<file path="src/rtl/screen_draw_ctrl_pkg.sv">
// rtl/screen_draw_ctrl_pkg.sv - shared screen constants, draw FSM states and image indices
package draw_pkg;

  localparam int X_SCREEN_PIXELS = 160;
  localparam int Y_SCREEN_PIXELS = 120;
  localparam int PIXEL_COUNT     = X_SCREEN_PIXELS * Y_SCREEN_PIXELS;

  typedef enum logic [1:0] {
    IDLE  = 2'd0,
    FETCH = 2'd1,
    DRAIN = 2'd2,
    DONE  = 2'd3
  } state_t;

  localparam logic [1:0] START_SCREEN = 2'd0;
  localparam logic [1:0] GAME_SCREEN  = 2'd1;
  localparam logic [1:0] WIN_SCREEN   = 2'd2;
  localparam logic [1:0] LOSE_SCREEN  = 2'd3;

  // Requests for images the ROM bank does not hold fall back to the start screen.
  function automatic logic [1:0] clamp_sel(input logic [1:0] sel, input int num_images);
    return (int'(sel) >= num_images) ? START_SCREEN : sel;
  endfunction

endpackage

</file>
<file path="src/rtl/screen_draw_ctrl_if.sv">
// rtl/screen_draw_ctrl_if.sv - request, ROM and VGA-side signals of the draw controller
interface screen_draw_ctrl_if;

  logic        iStart;
  logic [1:0]  iImageSel;
  logic [2:0]  iRomData;
  logic [14:0] oRomAddr;
  logic [1:0]  oRomSel;
  logic [7:0]  oX;
  logic [6:0]  oY;
  logic [2:0]  oColour;
  logic        oPlot;
  logic        oBusy;
  logic        oDone;

  // Controller side.
  modport slave (
    input  iStart, iImageSel, iRomData,
    output oRomAddr, oRomSel, oX, oY, oColour, oPlot, oBusy, oDone
  );

  // Game FSM / ROM bank / VGA side.
  modport master (
    output iStart, iImageSel, iRomData,
    input  oRomAddr, oRomSel, oX, oY, oColour, oPlot, oBusy, oDone
  );

endinterface

</file>
<file path="src/rtl/raster_counter.sv">
// rtl/raster_counter.sv - x/y/linear-address raster walker with wrap and last-pixel flag
module raster_counter
  import draw_pkg::*;
#(
  parameter int X_PIX = X_SCREEN_PIXELS,
  parameter int Y_PIX = Y_SCREEN_PIXELS
) (
  input  logic        clk,
  input  logic        resetn,
  input  logic        en,
  output logic [7:0]  x,
  output logic [6:0]  y,
  output logic [14:0] addr,
  output logic        last
);

  localparam logic [7:0] X_MAX = 8'(X_PIX - 1);
  localparam logic [6:0] Y_MAX = 7'(Y_PIX - 1);

  assign last = (x == X_MAX) && (y == Y_MAX);

  // Step one pixel per enabled cycle; after the last pixel return to the origin
  // so the next draw starts at address 0 without an explicit clear.
  always_ff @(posedge clk) begin
    if (!resetn) begin
      x    <= '0;
      y    <= '0;
      addr <= '0;
    end else if (en) begin
      if (last) begin
        x    <= '0;
        y    <= '0;
        addr <= '0;
      end else if (x == X_MAX) begin
        x    <= '0;
        y    <= y + 7'd1;
        addr <= addr + 15'd1;
      end else begin
        x    <= x + 8'd1;
        addr <= addr + 15'd1;
      end
    end
  end

endmodule

</file>
<file path="src/rtl/screen_draw_ctrl.sv">
// rtl/screen_draw_ctrl.sv - full-screen ROM-to-VGA draw sequencer with one pending request
module screen_draw_ctrl
  import draw_pkg::*;
#(
  parameter int ROM_LATENCY = 1,
  parameter int NUM_IMAGES  = 4
) (
  input  logic               iClock,
  input  logic               iResetn,
  screen_draw_ctrl_if.slave  bus
);

  localparam logic [1:0] DRAIN_LAST = 2'(ROM_LATENCY - 1);

  state_t      state, state_next;
  logic        load;
  logic [1:0]  load_sel;
  logic [1:0]  active_sel;
  logic [1:0]  pending_sel;
  logic        pending_valid;
  logic [1:0]  drain_cnt;
  logic        busy;
  logic        cnt_en;
  logic [7:0]  cnt_x;
  logic [6:0]  cnt_y;
  logic [14:0] cnt_addr;
  logic        cnt_last;

  logic [ROM_LATENCY-1:0] valid_d;
  logic [7:0]             x_d [ROM_LATENCY];
  logic [6:0]             y_d [ROM_LATENCY];

  raster_counter u_raster (
    .clk    (iClock),
    .resetn (iResetn),
    .en     (cnt_en),
    .x      (cnt_x),
    .y      (cnt_y),
    .addr   (cnt_addr),
    .last   (cnt_last)
  );

  // Next state, draw launch and counter enable; a fresh request in DONE beats the pending one.
  always_comb begin
    state_next = state;
    load       = 1'b0;
    load_sel   = active_sel;
    cnt_en     = 1'b0;
    busy       = 1'b1;
    case (state)
      IDLE: begin
        busy = 1'b0;
        if (bus.iStart) begin
          load       = 1'b1;
          load_sel   = clamp_sel(bus.iImageSel, NUM_IMAGES);
          state_next = FETCH;
        end
      end
      FETCH: begin
        cnt_en = 1'b1;
        if (cnt_last) state_next = DRAIN;
      end
      DRAIN: begin
        if (drain_cnt == DRAIN_LAST) state_next = DONE;
      end
      DONE: begin
        if (bus.iStart) begin
          load       = 1'b1;
          load_sel   = clamp_sel(bus.iImageSel, NUM_IMAGES);
          state_next = FETCH;
        end else if (pending_valid) begin
          load       = 1'b1;
          load_sel   = pending_sel;
          state_next = FETCH;
        end else begin
          state_next = IDLE;
        end
      end
      default: state_next = IDLE;
    endcase
  end

  // State register.
  always_ff @(posedge iClock) begin
    if (!iResetn) state <= IDLE;
    else          state <= state_next;
  end

  // Active image stays fixed for the whole draw; requests during a draw park in the pending slot.
  always_ff @(posedge iClock) begin
    if (!iResetn) begin
      active_sel    <= '0;
      pending_sel   <= '0;
      pending_valid <= 1'b0;
    end else begin
      if (load) active_sel <= load_sel;
      if (state == DONE) begin
        pending_valid <= 1'b0;
      end else if (busy && bus.iStart) begin
        pending_valid <= 1'b1;
        pending_sel   <= clamp_sel(bus.iImageSel, NUM_IMAGES);
      end
    end
  end

  // Count the cycles spent waiting for the last ROM word.
  always_ff @(posedge iClock) begin
    if (!iResetn)            drain_cnt <= '0;
    else if (state == DRAIN) drain_cnt <= drain_cnt + 2'd1;
    else                     drain_cnt <= '0;
  end

  // Carry pixel coordinates alongside the ROM read so they meet the returned colour.
  always_ff @(posedge iClock) begin
    if (!iResetn) begin
      for (int i = 0; i < ROM_LATENCY; i++) begin
        valid_d[i] <= 1'b0;
        x_d[i]     <= '0;
        y_d[i]     <= '0;
      end
    end else begin
      valid_d[0] <= (state == FETCH);
      x_d[0]     <= cnt_x;
      y_d[0]     <= cnt_y;
      for (int i = 1; i < ROM_LATENCY; i++) begin
        valid_d[i] <= valid_d[i-1];
        x_d[i]     <= x_d[i-1];
        y_d[i]     <= y_d[i-1];
      end
    end
  end

  // Registered VGA write port; colour is forced to zero outside valid pixels.
  always_ff @(posedge iClock) begin
    if (!iResetn) begin
      bus.oPlot   <= 1'b0;
      bus.oX      <= '0;
      bus.oY      <= '0;
      bus.oColour <= '0;
    end else begin
      bus.oPlot   <= valid_d[ROM_LATENCY-1];
      bus.oX      <= x_d[ROM_LATENCY-1];
      bus.oY      <= y_d[ROM_LATENCY-1];
      bus.oColour <= valid_d[ROM_LATENCY-1] ? bus.iRomData : 3'd0;
    end
  end

  assign bus.oRomAddr = cnt_addr;
  assign bus.oRomSel  = active_sel;
  assign bus.oBusy    = busy;
  assign bus.oDone    = (state == DONE);

endmodule
</file>
<file path="src/flat_wrapper.sv">
// flat-port wrapper written by rule: the top's interface ports become plain ports
module screen_draw_ctrl_flat import draw_pkg::*;
#(
  parameter int ROM_LATENCY = 1,
  parameter int NUM_IMAGES  = 4
)
  (iClock, iResetn, bus_iStart, bus_iImageSel, bus_iRomData, bus_oRomAddr, bus_oRomSel, bus_oX, bus_oY, bus_oColour, bus_oPlot, bus_oBusy, bus_oDone);
  screen_draw_ctrl_if bus_i ();
  input  logic iClock;
  input  logic iResetn;
  input wire logic [$bits(bus_i.iStart)-1:0] bus_iStart;
  input wire logic [$bits(bus_i.iImageSel)-1:0] bus_iImageSel;
  input wire logic [$bits(bus_i.iRomData)-1:0] bus_iRomData;
  output wire logic [$bits(bus_i.oRomAddr)-1:0] bus_oRomAddr;
  output wire logic [$bits(bus_i.oRomSel)-1:0] bus_oRomSel;
  output wire logic [$bits(bus_i.oX)-1:0] bus_oX;
  output wire logic [$bits(bus_i.oY)-1:0] bus_oY;
  output wire logic [$bits(bus_i.oColour)-1:0] bus_oColour;
  output wire logic [$bits(bus_i.oPlot)-1:0] bus_oPlot;
  output wire logic [$bits(bus_i.oBusy)-1:0] bus_oBusy;
  output wire logic [$bits(bus_i.oDone)-1:0] bus_oDone;
  assign bus_i.iStart = bus_iStart;
  assign bus_i.iImageSel = bus_iImageSel;
  assign bus_i.iRomData = bus_iRomData;
  assign bus_oRomAddr = bus_i.oRomAddr;
  assign bus_oRomSel = bus_i.oRomSel;
  assign bus_oX = bus_i.oX;
  assign bus_oY = bus_i.oY;
  assign bus_oColour = bus_i.oColour;
  assign bus_oPlot = bus_i.oPlot;
  assign bus_oBusy = bus_i.oBusy;
  assign bus_oDone = bus_i.oDone;
  screen_draw_ctrl #(.ROM_LATENCY(ROM_LATENCY), .NUM_IMAGES(NUM_IMAGES)) u_core (.iClock(iClock), .iResetn(iResetn), .bus(bus_i));
endmodule
</file>
<file path="config.mk">
export PLATFORM = sky130hd
export DESIGN_NAME = screen_draw_ctrl_flat
export DESIGN_NICKNAME = d
export VERILOG_FILES = /design/src/rtl/screen_draw_ctrl_pkg.sv /design/src/rtl/screen_draw_ctrl_if.sv /design/src/rtl/raster_counter.sv /design/src/rtl/screen_draw_ctrl.sv /design/src/flat_wrapper.sv
export SDC_FILE = /design/constraint.sdc
export NUM_CORES = 1
export LEC_CHECK = 0
export BUFFER_PORTS_ARGS = -buffer_cell sky130_fd_sc_hd__buf_2
export CAP_MARGIN = 25
export CELL_PAD_IN_SITES_DETAIL_PLACEMENT = 0
export CELL_PAD_IN_SITES_GLOBAL_PLACEMENT = 2
export CORE_MARGIN = 3
export CORE_UTILIZATION = 34
export DETAILED_ROUTE_END_ITERATION = 8
export GPL_ROUTABILITY_DRIVEN = 1
export PLACE_DENSITY = 0.85
export SKIP_CTS_REPAIR_TIMING = 1
export SYNTH_ARGS = -nofsm -noshare
export SYNTH_HDL_FRONTEND = slang
export SYNTH_SLANG_ARGS = --single-unit
</file>
<file path="constraint.sdc">
create_clock -name iClock -period 2.54 [get_ports iClock]
set_input_delay 0.127 -clock iClock [delete_from_list [all_inputs] [get_ports iClock]]
set_output_delay 0.127 -clock iClock [all_outputs]
set_load 0.01 [all_outputs]
</file>
# Word-level counts from Yosys, hierarchy flattened

Memory sizes are Yosys's and may differ from the RTL's. A register that Yosys moved wholly into a read port is not among the register bits.
Index checks and enable logic that the tools add are counted.

$add $sub $neg: 4
Equality and inequality tests: 9
Mux-type cells: 27
Bitwise logic cells: 2
Reduce and logical (&&, ||, !) cells: 17

Operator list:

| kind                                           | count |
|---|---|
| 2-to-1 mux 8 bit                               | 3 |
| 2-to-1 mux 7 bit                               | 3 |
| adder 15 x 1 -> 15 bit (second input constant) | 1 |
| 2-to-1 mux 15 bit                              | 1 |
| 2-to-1 mux 2 bit                               | 7 |
| 2-to-1 mux 1 bit                               | 10 |
| adder 8 x 1 -> 8 bit (second input constant)   | 1 |
| == test 8 bit (second input constant)          | 1 |
| case mux 2 bit (4 select lines)                | 1 |
| AND reduction 2 bit                            | 4 |
| OR reduction 8 bit                             | 1 |
| adder 7 x 1 -> 7 bit (second input constant)   | 1 |
| == test 7 bit (second input constant)          | 1 |
| OR reduction 7 bit                             | 1 |
| == test 2 bit (second input constant)          | 2 |
| logical NOT 2 bit                              | 2 |
| != test 2 x 1 -> 1 bit (second input constant) | 2 |
| case mux 2 bit (2 select lines)                | 1 |
| AND reduction 4 bit                            | 1 |
| nonzero test 2 bit                             | 2 |
| != test 3 x 2 -> 1 bit (second input constant) | 1 |
| AND reduction 3 bit                            | 1 |
| adder 2 x 1 -> 2 bit (second input constant)   | 1 |
| == test 2 x 1 -> 1 bit (second input constant) | 1 |
| 6 further kinds                                | 9 |

Register bits: 44
Bits in writable memories: 15
Input port bits: 8
Output and inout port bits: 38
Word-level logic and storage cells: 72
Memories: 2

Memory list:

| memory     | depth | bits a word | read ports | clocked after Yosys merged registers in | wr ports | line                   | text |
|---|---|---|---|---|---|---|---|
| u_core.x_d | 1     | 8           | 1          | 1                                       | 1        | screen_draw_ctrl.sv:30 | `logic [7:0] x_d [ROM_LATENCY];` |
| u_core.y_d | 1     | 7           | 1          | 1                                       | 1        | screen_draw_ctrl.sv:31 | `logic [6:0] y_d [ROM_LATENCY];` |

# Logic depth before layout (Yosys ltp)

Depth after elaboration: 4
Mapped depth: 7
Depth with buffers taken out: 6

# Modules after synthesis

Synthesis repeated with hierarchy kept, for this count alone.

Cell total of the unflattened synthesis: 277
Area total of the unflattened synthesis: 2801.4 um2

By module, submodules not included:

| module           | times used | cells each | area each (um2) | sequential area each (um2) |
|---|---|---|---|---|
| screen_draw_ctrl | 1          | 125        | 1408.9          | 880.8 |
| raster_counter   | 1          | 152        | 1392.6          | 600.6 |

# Least setup slack after synthesis

OpenSTA, ideal clock, no wires.

Kind: register to register
From: reg u_core.u_raster.x[0]
To: reg u_core.state[0]
Setup time: 0.086 ns
Arrival: 1.751 ns
Required time: 2.454 ns
Slack: 0.702 ns
Stages on the path, launching flop included: 7
Path buffers: 1
Period minus slack after synthesis: 1.838 ns
Cell sequence: dfxtp_1 > ha_1 > nand4bb_4 > or4_1 > buf_2 > a21o_1 > a211oi_1

Word-level cells in the longest chain between the ends: 4

Ends and longest elaborated chain:

| element                          | line                   | text |
|---|---|---|
| start, declared                  | raster_counter.sv:11   | `output logic [7:0] x,` |
| start signal, assigned           | raster_counter.sv:39   | `x <= x + 8'd1;` |
| == test 8 bit                    | raster_counter.sv:20   | `assign last = (x == X_MAX) && (y == Y_MAX);` |
| logical AND 1 bit                | raster_counter.sv:20   |  |
| != test 2 x 1 -> 1 bit (no line) | n/a                    |  |
| AND reduction 3 bit (no line)    | n/a                    |  |
| end signal, assigned             | screen_draw_ctrl.sv:86 | `else state <= state_next;` |
| end, declared                    | screen_draw_ctrl.sv:15 | `state_t state, state_next;` |

No other way between the ends.
A chain may end at the register's enable or synchronous reset.

# Worst setup path in the final report

Same ends and word-level chain as after synthesis.

==> run_results.csv <==
group,metric,value,unit
die,dieArea,9518,sq um
clocking,cts_made_buffers,9,
setup_path,cp.arrival,2360,ps
power,swShare,0.2902,
global_routing,grt.overflow.total,0,
clocking,cts_tree,"built",
timing,setup-violations-final,0,
yosys,synth_edf_count,0,
run,maxCapViolations,0,
route,dr_wl_met3,322,um
setup_path,worst_setup_path_start_kind,"flop",
finish,drive_gt1_frac,0.2081,
route,drcViolationCount,0,
power,peakVddDrop,0.4312,mV
timing,final-hold-violation-count,0,
finish,final_nets,358,
finish,fillerInstances,806,
power,p_int,1925,uW
power,p_seq_frac,0.484,
worst_hold_path,hp-class,"input pin to flop",
power,powerDensity,801.2,nW/um^2
global_routing,grt_max_degree,34,
route,top_layer,"met4",
yosys,synthesis.area,2850,sq um
placement,io_buffers,45,
setup_path,end_kind,"flop",
timing,grt_setup_unrepaired,"no",
yosys,synth.area.top_cells,"dfxtp_1 52%, and2_1 6.8%, nor2_1 4.2%, ha_1 4.0%, xnor2_1 3.4%",
die,rows,32,
route,ant_nets,0,
yosys,yosys.area.top_type_share,0.5198,
route,via_count,2087,
placement,place_congestion,0.7534,
route,wl_met1,2430,um
route,wl_met2,2347,um
power,p_comb_frac,0.183,
timing,fin_hold_ws,18.80,ps
timing,slew_violations,0,
route,drt_iter0_markers,53,
global_routing,grt_util_all_layers,0.1178,
clocking,cts-root-buf,"clkbuf_8",
yosys,synth.distinct_cells,37,
yosys,async_reset_ff_frac,0,
outcome,status,"finished clean",
route,wl,5214,um
clocking,clkTransAtPathRegs,80,ps
timing,period_share,0.8294,
setup_path,critical_path_class,"flop to flop",
yosys,yosysMostFrequentCell,"dfxtp_1",
global_routing,grt_pass1_wl,9135,um
power,leakage,0.001412,uW
timing,tightest_slew,562.9,ps
yosys,synthFlopType,"dfxtp_1",
finish,syn2layout_area_growth,18.79,%
power,p_sw,787.3,uW
yosys,syn_avg_cell_area,9.728,sq um
die,start_util,0.3595,
die,ioPinCount,46,
setup_path,required,2790,ps
yosys,synth_commonest_cells,"74 x dfxtp_1, 32 x nor2_1, 31 x and2_1",
yosys,ys_ff_latch,74,
clocking,cts_buffer_depth,2,
clocking,cts_sinks,74,
die,die_w,97.56,um
route,avgRoutedWirePerCell,11.64,um
route,firstDrtPassIters,4,
yosys,yosysWarnings,0,
setup_path,critPathMaxFanout,10,
yosys,seq_area_frac_synth,0.5198,
clocking,htreeDepth,3,
yosys,yosysTopAreaCell,"dfxtp_1",
timing,max_freq,474.7,MHz
die,core_area,7928,sq um
timing,max-slew-margin-rel,0.6224,
global_routing,antenna_found_initial,0,
yosys,synth_nets,310,
timing,min_period,2107,ps
clocking,worstSkewPairLatency,340,ps
timing,finClkSkew,4.751,ps
placement,dp_hpwl,3651,um
route,vias_per_cell,4.658,
power,p_clk_frac,0.333,
finish,num_antenna_cells,0,
global_routing,grt_pass1_vias,2068,
yosys,syn_inst,293,
die,die_y,97.56,um
timing,tns,0,ps
==> registers in the layout, indices dropped and copies added, names as in the netlist <==
register              count
u_core.x_d                8
u_core.bus.oRomSel        2
u_core.bus.oX             8
u_core.state              2
u_core.bus.oY             7
u_core.u_raster.x         8
u_core.bus.oPlot          1
u_core.y_d                7
u_core.pending_valid      1
u_core.bus.oColour        3
u_core.valid_d            1
u_core.pending_sel        2
u_core.u_raster.y         7
u_core.u_raster.addr     15
u_core.drain_cnt          2
==> worst max-delay path: stages (launching register included) <==
cell,delay [ps]
dfxtp_1,400
ha_1,300
nand4bb_4,170
or4_1,690
a21o_1,250
a211oi_1,200
==> cell usage in the layout (no fill, tap or decap), types with 4 or more instances in the layout <==
master	instances
a211oi_1	5
a21oi_1	7
and2_1	31
and3_1	5
buf_2	45
buf_4	4
clkbuf_8	9
dfxtp_1	74
ha_1	9
inv_1	10
mux2i_1	6
nand2_1	14
nand2b_1	4
nand3_1	11
nand3b_1	4
nand4_1	13
nor2_1	32
nor3_1	8
nor4_1	5
o21ai_0	4
xnor2_1	11
xor2_1	9
==> layout make-up <==
cell class	instances	area (sq um)	area share
flip-flops and latches	74	1481	0.4375
multi-input cells	196	1280	0.3780
repair buffers	49	255.2	0.07539
well taps	102	127.6	0.03769
clock buffers	9	123.9	0.03659
clock inverters	7	76.32	0.02254
inverters	11	41.29	0.01220
==> layer usage <==
| metal | track usage | vias up |
|---|---|---|
| met5 | 0 | - |
| met4 | 0.05751 | 0 |
| met3 | 0.04882 | 11 |
| met2 | 0.1845 | 47 |
| met1 | 0.1387 | 933 |
| li1 | - | 1096 |
==> cell families after synthesis <==
family | after synthesis | synth area share
buffers and inverters | 23 | 0.03117
AO/OA/AOI/OAI | 22 | 0.05181
AND/OR/NAND/NOR | 138 | 0.2713
adder cells (fa/ha/maj) | 9 | 0.03951
multiplexers | 7 | 0.02502
flip-flops | 74 | 0.5198
XOR/XNOR | 20 | 0.06146
==> power groups by stage <==
stage	logic, uW	registers, uW	clock network [uW]
detailed placement	501	1340	0
global route	571	1320	987
floorplan	348	1340	0
global placement	498	1340	0
finish	495	1310	904
CTS	505	1310	943
==> final timing paths <==
check                           slack, ps                     to  depth (start not counted)            startpoint
worst max register to register        430        u_core.state[0]                          5  u_core.u_raster.x[0]
worst min-delay path                   20  u_core.bus.oColour[1]                          2       bus_iRomData[1]
worst max-delay path                  430        u_core.state[0]                          5  u_core.u_raster.x[0]
worst min register to register        420    u_core.drain_cnt[0]                          1   u_core.drain_cnt[0]
==> stage by stage <==
step | utilization | area (sq um) | power, uW | setup slack, ps | cells
floorplan | - | 2850 | 1688 | 702.3 | 293
global placement | 0.4018 | 3186 | 1833 | 535.7 | 432
detailed placement | 0.4018 | 3186 | 1842 | 455.9 | 432
CTS | 0.4271 | 3386 | 2761 | 430.7 | 448
global route | 0.4271 | 3386 | 2883 | 270.6 | 448
finish | 0.4271 | 3386 | 2713 | 433.3 | 448
(Power assumes the default switching activity.)
